**src/rtl/jtag_pkg.sv**
```systemverilog
// Shared JTAG definitions: TAP state encodings, default opcodes, DR-select type.
// Latency: n/a (types and pure functions only); no backpressure.
package jtag_pkg;

    localparam int TAP_STATE_W = 4;

    // Standard 1149.1 encodings so TapState matches common debug tooling.
    typedef enum logic [TAP_STATE_W-1:0] {
        EXIT2_DR         = 4'h0,
        EXIT1_DR         = 4'h1,
        SHIFT_DR         = 4'h2,
        PAUSE_DR         = 4'h3,
        SELECT_IR        = 4'h4,
        UPDATE_DR        = 4'h5,
        CAPTURE_DR       = 4'h6,
        SELECT_DR        = 4'h7,
        EXIT2_IR         = 4'h8,
        EXIT1_IR         = 4'h9,
        SHIFT_IR         = 4'hA,
        PAUSE_IR         = 4'hB,
        RUN_TEST_IDLE    = 4'hC,
        UPDATE_IR        = 4'hD,
        CAPTURE_IR       = 4'hE,
        TEST_LOGIC_RESET = 4'hF
    } tapState_t;

    localparam logic [3:0] DEF_OPC_EXTEST         = 4'b0000;
    localparam logic [3:0] DEF_OPC_SAMPLE_PRELOAD = 4'b0001;
    localparam logic [3:0] DEF_OPC_IDCODE         = 4'b0010;
    localparam logic [3:0] DEF_OPC_BYPASS         = 4'b1111;

    typedef enum logic [1:0] {
        DRSEL_BYPASS = 2'd0,
        DRSEL_IDCODE = 2'd1,
        DRSEL_BSR    = 2'd2
    } drSel_t;

    function automatic tapState_t nextTapState(input tapState_t cur, input logic tms);
        case (cur)
            TEST_LOGIC_RESET: nextTapState = tms ? TEST_LOGIC_RESET : RUN_TEST_IDLE;
            RUN_TEST_IDLE:    nextTapState = tms ? SELECT_DR : RUN_TEST_IDLE;
            SELECT_DR:        nextTapState = tms ? SELECT_IR : CAPTURE_DR;
            CAPTURE_DR:       nextTapState = tms ? EXIT1_DR  : SHIFT_DR;
            SHIFT_DR:         nextTapState = tms ? EXIT1_DR  : SHIFT_DR;
            EXIT1_DR:         nextTapState = tms ? UPDATE_DR : PAUSE_DR;
            PAUSE_DR:         nextTapState = tms ? EXIT2_DR  : PAUSE_DR;
            EXIT2_DR:         nextTapState = tms ? UPDATE_DR : SHIFT_DR;
            UPDATE_DR:        nextTapState = tms ? SELECT_DR : RUN_TEST_IDLE;
            SELECT_IR:        nextTapState = tms ? TEST_LOGIC_RESET : CAPTURE_IR;
            CAPTURE_IR:       nextTapState = tms ? EXIT1_IR  : SHIFT_IR;
            SHIFT_IR:         nextTapState = tms ? EXIT1_IR  : SHIFT_IR;
            EXIT1_IR:         nextTapState = tms ? UPDATE_IR : PAUSE_IR;
            PAUSE_IR:         nextTapState = tms ? EXIT2_IR  : PAUSE_IR;
            EXIT2_IR:         nextTapState = tms ? UPDATE_IR : SHIFT_IR;
            UPDATE_IR:        nextTapState = tms ? SELECT_DR : RUN_TEST_IDLE;
            default:          nextTapState = TEST_LOGIC_RESET;
        endcase
    endfunction

endpackage

```
**src/rtl/jtag_tap_fsm.sv**
```systemverilog
// 16-state TAP state machine: TMS graph on rising TCK, sync reset to TEST_LOGIC_RESET.
// Latency: state updates one TCK after TMS is sampled; no backpressure.
module jtag_tap_fsm
    import jtag_pkg::*;
(
    input  logic      TCK,
    input  logic      RST,
    input  logic      TMS,
    output tapState_t tapState
);

    always_ff @(posedge TCK) begin
        if (RST) begin
            tapState <= TEST_LOGIC_RESET;
        end else begin
            tapState <= nextTapState(tapState, TMS);
        end
    end

endmodule

```
**src/rtl/jtag_tap_controller.sv**
```systemverilog
// TAP controller: FSM, instruction register, BYPASS/IDCODE DRs, boundary strobes, TDO mux.
// Latency: registers act on rising TCK, TDO/TDO_en launch on falling TCK; no backpressure.
module jtag_tap_controller
    import jtag_pkg::*;
#(
    parameter int                     IR_WIDTH           = 4,
    parameter logic [31:0]            IDCODE_VAL         = 32'h0000_0001,
    parameter logic [IR_WIDTH-1:0]    OPC_EXTEST         = IR_WIDTH'(DEF_OPC_EXTEST),
    parameter logic [IR_WIDTH-1:0]    OPC_SAMPLE_PRELOAD = IR_WIDTH'(DEF_OPC_SAMPLE_PRELOAD),
    parameter logic [IR_WIDTH-1:0]    OPC_IDCODE         = IR_WIDTH'(DEF_OPC_IDCODE),
    parameter logic [IR_WIDTH-1:0]    OPC_BYPASS         = IR_WIDTH'(DEF_OPC_BYPASS)
) (
    input  logic       TCK,
    input  logic       RST,
    input  logic       TMS,
    input  logic       TDI,
    input  logic       BSChainTDO,
    output logic       TDO,
    output logic       TDO_en,
    output logic       CaptureDR,
    output logic       ShiftDR,
    output logic       UpdateDR,
    output logic       sample_preload,
    output logic       TestLogicReset,
    output logic [3:0] TapState
);

    tapState_t             state;
    logic [IR_WIDTH-1:0]   irShift;
    logic [IR_WIDTH-1:0]   activeInstr;
    logic                  bypassReg;
    logic [31:0]           idcodeReg;
    drSel_t                drSel;
    logic                  tdoMux;
    logic                  tdoEnMux;
    logic                  tdoReg;
    logic                  tdoEnReg;

    jtag_tap_fsm uFsm (
        .TCK      (TCK),
        .RST      (RST),
        .TMS      (TMS),
        .tapState (state)
    );

    // BYPASS is explicit here only for readability; any unknown opcode lands on it too.
    always_comb begin
        drSel = DRSEL_BYPASS;
        if (activeInstr == OPC_EXTEST || activeInstr == OPC_SAMPLE_PRELOAD) begin
            drSel = DRSEL_BSR;
        end else if (activeInstr == OPC_IDCODE) begin
            drSel = DRSEL_IDCODE;
        end else if (activeInstr == OPC_BYPASS) begin
            drSel = DRSEL_BYPASS;
        end
    end

    always_ff @(posedge TCK) begin
        if (RST) begin
            irShift     <= '0;
            activeInstr <= OPC_IDCODE;
            bypassReg   <= 1'b0;
            idcodeReg   <= '0;
        end else begin
            case (state)
                TEST_LOGIC_RESET: activeInstr <= OPC_IDCODE;
                CAPTURE_IR:       irShift     <= IR_WIDTH'(2'b01);
                SHIFT_IR:         irShift     <= {TDI, irShift[IR_WIDTH-1:1]};
                UPDATE_IR:        activeInstr <= irShift;
                CAPTURE_DR: begin
                    if (drSel == DRSEL_BYPASS) begin
                        bypassReg <= 1'b0;
                    end else if (drSel == DRSEL_IDCODE) begin
                        idcodeReg <= IDCODE_VAL;
                    end
                end
                SHIFT_DR: begin
                    if (drSel == DRSEL_BYPASS) begin
                        bypassReg <= TDI;
                    end else if (drSel == DRSEL_IDCODE) begin
                        idcodeReg <= {TDI, idcodeReg[31:1]};
                    end
                end
                default: ;
            endcase
        end
    end

    always_comb begin
        tdoMux   = 1'b0;
        tdoEnMux = 1'b0;
        case (state)
            SHIFT_IR: begin
                tdoMux   = irShift[0];
                tdoEnMux = 1'b1;
            end
            SHIFT_DR: begin
                tdoEnMux = 1'b1;
                case (drSel)
                    DRSEL_IDCODE: tdoMux = idcodeReg[0];
                    DRSEL_BSR:    tdoMux = BSChainTDO;
                    default:      tdoMux = bypassReg;
                endcase
            end
            default: ;
        endcase
    end

    // Falling-edge launch gives the far end half a TCK of setup before it samples.
    always_ff @(negedge TCK) begin
        tdoReg   <= tdoMux;
        tdoEnReg <= tdoEnMux;
    end

    assign TDO            = tdoReg;
    assign TDO_en         = tdoEnReg;
    assign CaptureDR      = (state == CAPTURE_DR) && (drSel == DRSEL_BSR);
    assign ShiftDR        = (state == SHIFT_DR)   && (drSel == DRSEL_BSR);
    assign UpdateDR       = (state == UPDATE_DR)  && (drSel == DRSEL_BSR);
    assign sample_preload = (activeInstr == OPC_EXTEST);
    assign TestLogicReset = (state == TEST_LOGIC_RESET);
    assign TapState       = state;

endmodule

```
**config.mk**
```make
export PLATFORM = sky130hd
export DESIGN_NAME = jtag_tap_controller
export DESIGN_NICKNAME = d
export VERILOG_FILES = /design/src/rtl/jtag_pkg.sv /design/src/rtl/jtag_tap_fsm.sv /design/src/rtl/jtag_tap_controller.sv
export SDC_FILE = /design/constraint.sdc
export NUM_CORES = 1
export LEC_CHECK = 0
export ABC_CLOCK_PERIOD_IN_PS = 2200
export CAP_MARGIN = 20
export CORE_MARGIN = 4
export CORE_UTILIZATION = 57
export DETAILED_ROUTE_END_ITERATION = 10
export GPL_TIMING_DRIVEN = 0
export MAX_ROUTING_LAYER = met4
export PLACE_DENSITY = 0.87
export SLEW_MARGIN = 20
export SYNTH_ARGS = -nofsm -noshare
export SYNTH_HDL_FRONTEND = slang
export SYNTH_SLANG_ARGS = --single-unit
export TNS_END_PERCENT = 5
```
**constraint.sdc**
```tcl
create_clock -name TCK -period 2.2 [get_ports TCK]
set_clock_uncertainty 0.15 [all_clocks]
set_input_delay 0.66 -clock TCK [delete_from_list [all_inputs] [get_ports TCK]]
set_output_delay 0.66 -clock TCK [all_outputs]
set_load 0.05 [all_outputs]
```
Yosys cells after proc, flatten, opt, wreduce, memory -nomap -nowiden

Index checks and enable logic that the tools add are counted.

Register bits after elaboration: 47
Input port bits: 5
Output and inout port bits: 11
Logic and storage cells: 76

Equal/unequal tests: 25
Mux-type cells: 28
Reduce and logical (&&, ||, !) cells: 16

Operators with widths:

| cell               | count |
|---|---|
| $mux 32            | 4 |
| $pmux 32 s2        | 1 |
| $pmux 4 s12        | 1 |
| $eq 4x4->1 const B | 8 |
| $eq 4x3->1 const B | 4 |
| $pmux 4 s2         | 2 |
| $mux 2             | 7 |
| $eq 4x2->1 const B | 3 |
| $mux 3             | 4 |
| $ne 2x2->1 const B | 6 |
| $eq 4x1->1 const B | 2 |
| $logic_not 4->1    | 2 |
| $pmux 1 s2         | 3 |
| $reduce_bool 2->1  | 3 |
| $reduce_or 2->1    | 3 |
| $mux 1             | 5 |
| $reduce_and 5->1   | 1 |
| $mux 4             | 1 |
| $logic_and 1x1->1  | 3 |
| $reduce_and 3->1   | 1 |
| $reduce_or 3->1    | 1 |
| $eq 2x1->1 const B | 1 |
| $eq 2x2->1 const B | 1 |
| $logic_not 2->1    | 1 |
| $logic_or 1x1->1   | 1 |

Depth between registers and ports, before layout

Depth after elaboration: 7
Mapped depth: 4
Gate-level depth less buffers: 3

By module

Synthesis repeated with hierarchy kept, for this count alone.

Cell total of the unflattened synthesis: 239
Area, all modules: 2,149.6 um^2

By module, submodules not included:

| module              | instances | area each (um^2) | cells an instance | seq. area each (um^2) |
|---|---|---|---|---|
| jtag_tap_controller | 1         | 1,956.9          | 215               | 860.8 |
| jtag_tap_fsm        | 1         | 192.7            | 24                | 80.1 |

==> flow_metrics.env <==
export IMPL_initial_core_util=0.6039
export IMPL_drt_wirelength_um=4750
export IMPL_grt_pass1_vias=1702
export IMPL_place_detailed_hpwl_um=3183
export IMPL_die_width_um=67.93
export IMPL_cts_tree="yes"
export IMPL_final_setup_viol_count=7
export IMPL_power_leakage_nw=0.7943
export IMPL_grt_setup_unrepaired="yes"
export IMPL_drtIter0Drc=220
export IMPL_synth_edff_count=0
export IMPL_outcome="finished with violations"
export IMPL_critical_path_endpoint_type="output port"
export IMPL_synth_avg_cell_area_um2=8.637
export IMPL_timing_critical_path_slowest_stage_cell="sky130_fd_sc_hd__dfxtp_2"
export IMPL_worst_path_dominant_cell_family="flip-flops"
export IMPL_fin_util=0.7003
export IMPL_post_route_worst_setup_slack_ns=-0.5778
export IMPL_top_flip_flop_cell_by_instance_count_after_synthesis="sky130_fd_sc_hd__dfxtp_1"
export IMPL_via_count=1902
export IMPL_drv_slew=0
export IMPL_clockBufferDepth=2
export IMPL_clk_insertion_delay_late_ns=0.37
export IMPL_worstSetupStartpointType="register"
export IMPL_synthMuxAreaShare=0.004890
export IMPL_detailed_place_area_mm2=0.002266
export IMPL_timing_critical_path_required_ns=1.39
export IMPL_synthDistinctLibCells=38
export IMPL_cts_root_buf="sky130_fd_sc_hd__clkbuf_4"
export IMPL_antenna_violations_before_repair=0
export IMPL_setup_worst_path_class="reg -> out"
export IMPL_synthAdderAreaFrac=0
export IMPL_hold_path_depth=2
export IMPL_count_of_state_elements_after_synthesis=47
export IMPL_r2r_end="TDO$_DFF_N_"
export IMPL_fp_dieArea_mm2=0.004614
export IMPL_design_area_mm2=0.002374
export IMPL_detail_route_drc_violations=0
export IMPL_reg2reg_setup_slack_ns=-0.24
export IMPL_ff2ff_path_depth=3
export IMPL_ant_nets=0
export IMPL_synthToLayoutAreaGrowth_pct=15.95
export IMPL_cts_buffers=5
export IMPL_synth_compound_area_share=0.2219
export IMPL_finalHoldViolCount=0
export IMPL_max_stage_delay_ns=0.32
export IMPL_slew_headroom=0.6744
export IMPL_yosys_area_share_simple=0.2506
export IMPL_postSynthCellCount=237
export IMPL_max_slew_worst_pin_slew_ns=0.4903
export IMPL_min_delay_path_class="reg -> reg"
export IMPL_yosys_warnings=0
export IMPL_number_of_nets_in_the_synthesized_netlist=242
export IMPL_place_ws_ns=-0.7843
export IMPL_crit_path_max_fanout=1
export IMPL_top_level_ports=16
export IMPL_final_instance_count_excl_fill=306
export IMPL_cp_cell_sequence="buf_8"
export IMPL_timing_max_cap_violations=0
export IMPL_drt_met1_wl_um=2071
export IMPL_wl_per_cell_um=15.52
export IMPL_post_route_cells_drive_above_1_share=0.2115
export IMPL_cts_hold_buffers=0
export IMPL_core_area_mm2=0.003390
export IMPL_detailedRoute_firstPassIterationCount=4
export IMPL_route_met3_wl_um=287
export IMPL_place_detailed_instances=297
export IMPL_part_of_the_yosys_area_used_for_sequential_elements=0.4597
export IMPL_fin_hold_ws_ns=0.3232
export IMPL_finalNetCount=264
export IMPL_timing_hold_worst_endpoint="idcodeReg[21]$_SDFFE_PP0P_"
export IMPL_clkSlewWorstSetupHoldPaths_ns=0.13
export IMPL_die_height_um=67.93
export IMPL_cts_sink_count=47
export IMPL_r2r_start="activeInstr[0]$_SDFFE_PP0P_"
export IMPL_violations="setup timing"
export IMPL_deepest_level_of_the_cts_h_tree=2
export IMPL_dr_max_layer_used="met4"
export IMPL_nFillCells=263
export IMPL_worst_endpoint_arrival_ns=1.97
export IMPL_gr_usage_all_layers=0.2359
export IMPL_met2_wirelength_um=2300
export IMPL_total_gr_overflow=0
export IMPL_pin_count_of_the_biggest_net_entering_global_routing=15
export IMPL_finalWeightedCongestion=0.8161
export IMPL_hold_path_startpoint="idcodeReg[21]$_SDFFE_PP0P_"
export IMPL_power_per_cell_area_mw_per_mm2=707.2
export IMPL_synthXorXnorAreaFrac=0
export IMPL_vdd_ir_drop_max_uv=593.3
export IMPL_placement_io_buffers=14
export IMPL_diodes=0
export IMPL_via_per_inst=6.216
export IMPL_synth_top_family_by_area="simple AND/OR/NAND/NOR gates"
export IMPL_placementRows=21
export IMPL_post_synth_instance_area_mm2=0.002047
export IMPL_critPathBufInv=1
export IMPL_grt_pass1_wl_um=8010
export IMPL_asyncSetResetFlopFracSynth=0
cells in the final DEF, fill, tap and decap left out, types with 2 or more instances in the layout:
cell type                         instances
sky130_fd_sc_hd__a21oi_1                 41
sky130_fd_sc_hd__inv_1                    3
sky130_fd_sc_hd__clkbuf_4                 7
sky130_fd_sc_hd__clkbuf_1                 9
sky130_fd_sc_hd__clkdlybuf4s50_1          3
sky130_fd_sc_hd__nand4_1                 30
sky130_fd_sc_hd__nand3b_1                 6
sky130_fd_sc_hd__clkbuf_2                 4
sky130_fd_sc_hd__o21ai_0                  5
sky130_fd_sc_hd__nand2_1                  9
sky130_fd_sc_hd__o21ai_1                 27
sky130_fd_sc_hd__a211oi_2                 2
sky130_fd_sc_hd__dlygate4sd2_1            2
sky130_fd_sc_hd__buf_2                    7
sky130_fd_sc_hd__nor2_1                   4
sky130_fd_sc_hd__nand2b_1                 4
sky130_fd_sc_hd__nor2b_1                  3
sky130_fd_sc_hd__nor3_1                   4
sky130_fd_sc_hd__buf_8                    2
sky130_fd_sc_hd__o21ai_2                  2
sky130_fd_sc_hd__dfxtp_1                 39
sky130_fd_sc_hd__dfxtp_2                  8
sky130_fd_sc_hd__nor3_2                   3
sky130_fd_sc_hd__nand3_1                  6
sky130_fd_sc_hd__buf_6                    6
per-stage QoR:
stage	setup TNS (ns)	total power, mW
6_report	-2.452	1.679
5_1_grt	-2.815	1.753
4_1_cts	-2.474	1.681
3_5_place_dp	-5.348	1.250
3_3_place_gp	-5.351	1.246
2_1_floorplan	-2.977	1.156
final cells by class:
cell class	instances	area, um^2	area share
Tap cell	46	57.56	0.02425
Sequential cell	47	950.9	0.4006
Clock buffer	7	55.05	0.02319
Timing Repair Buffer	14	147.6	0.06220
Inverter	1	3.754	0.001581
Buffer	24	130.1	0.05482
Multi-Input combinational cell	164	1012	0.4265
Clock inverter	3	16.27	0.006853
registers in the layout, summed over array words and instances (netlist names):
| signal | count |
|---|---|
| TDO_en | 1 |
| activeInstr | 4 |
| idcodeReg | 32 |
| bypassReg | 1 |
| uFsm.tapState | 4 |
| TDO | 1 |
| irShift | 4 |
cells by family (layout without fill, tap and decap cells):
logic type / Yosys count / in the layout
AOI/OAI and AO/OA: 83 / 83
and+or+nand+nor: 80 / 80
DFF: 47 / 47
buffers and inverters: 26 / 49
muxes: 1 / 1
timing repair:
item | CTS | global route
resized for setup | 70 | 5
setup buffers | 0 | 0
endpoints found under the hold margin | 0 | 0
endpoints found under the setup margin | 13 | 9
report_power, final:
group	switching, mW	internal [mW]
Sequential	0.0274	0.869
Clock	0.282	0.164
Combinational	0.227	0.109
Total	0.537	1.14
routing by layer:
| metal | global-route usage | vias up |
|---|---|---|
| met5 | - | - |
| met4 | 0.08685 | 0 |
| met3 | 0.05419 | 14 |
| met2 | 0.3622 | 54 |
| met1 | 0.3033 | 906 |
| li1 | - | 928 |
cell usage after synthesis (2+ instances only):
cell	n	share of area
sky130_fd_sc_hd__nand2_1	9	0.017
sky130_fd_sc_hd__nand4_1	30	0.092
sky130_fd_sc_hd__buf_2	6	0.015
sky130_fd_sc_hd__o21ai_0	5	0.012
sky130_fd_sc_hd__nor3_1	7	0.017
sky130_fd_sc_hd__dfxtp_1	47	0.46
sky130_fd_sc_hd__o21ai_1	27	0.066
sky130_fd_sc_hd__nor2b_1	3	0.0092
sky130_fd_sc_hd__o21ai_2	2	0.0086
sky130_fd_sc_hd__buf_6	3	0.017
sky130_fd_sc_hd__nand2b_1	4	0.012
sky130_fd_sc_hd__clkbuf_1	12	0.022
sky130_fd_sc_hd__a211oi_1	2	0.0073
sky130_fd_sc_hd__nand3b_1	6	0.022
sky130_fd_sc_hd__nor2_1	4	0.0073
sky130_fd_sc_hd__a21oi_1	41	0.10
sky130_fd_sc_hd__nand3_1	6	0.015
sky130_fd_sc_hd__inv_1	2	0.0037
sky130_fd_sc_hd__buf_1	2	0.0037
worst max-delay path by stage:
stage,startpoint,endpoint,depth (start not counted)
final,TDO$_DFF_N_,TDO,1
after global routing,TDO_en$_DFF_N_,TDO_en,1
after CTS,TDO$_DFF_N_,TDO,1
after detailed placement,TDO$_DFF_N_,TDO,1
after global placement,TDO$_DFF_N_,TDO,1
after floorplan,uFsm.tapState[2]$_SDFF_PP1_,UpdateDR,3
No activity file was read; power rests on OpenSTA's default activity.
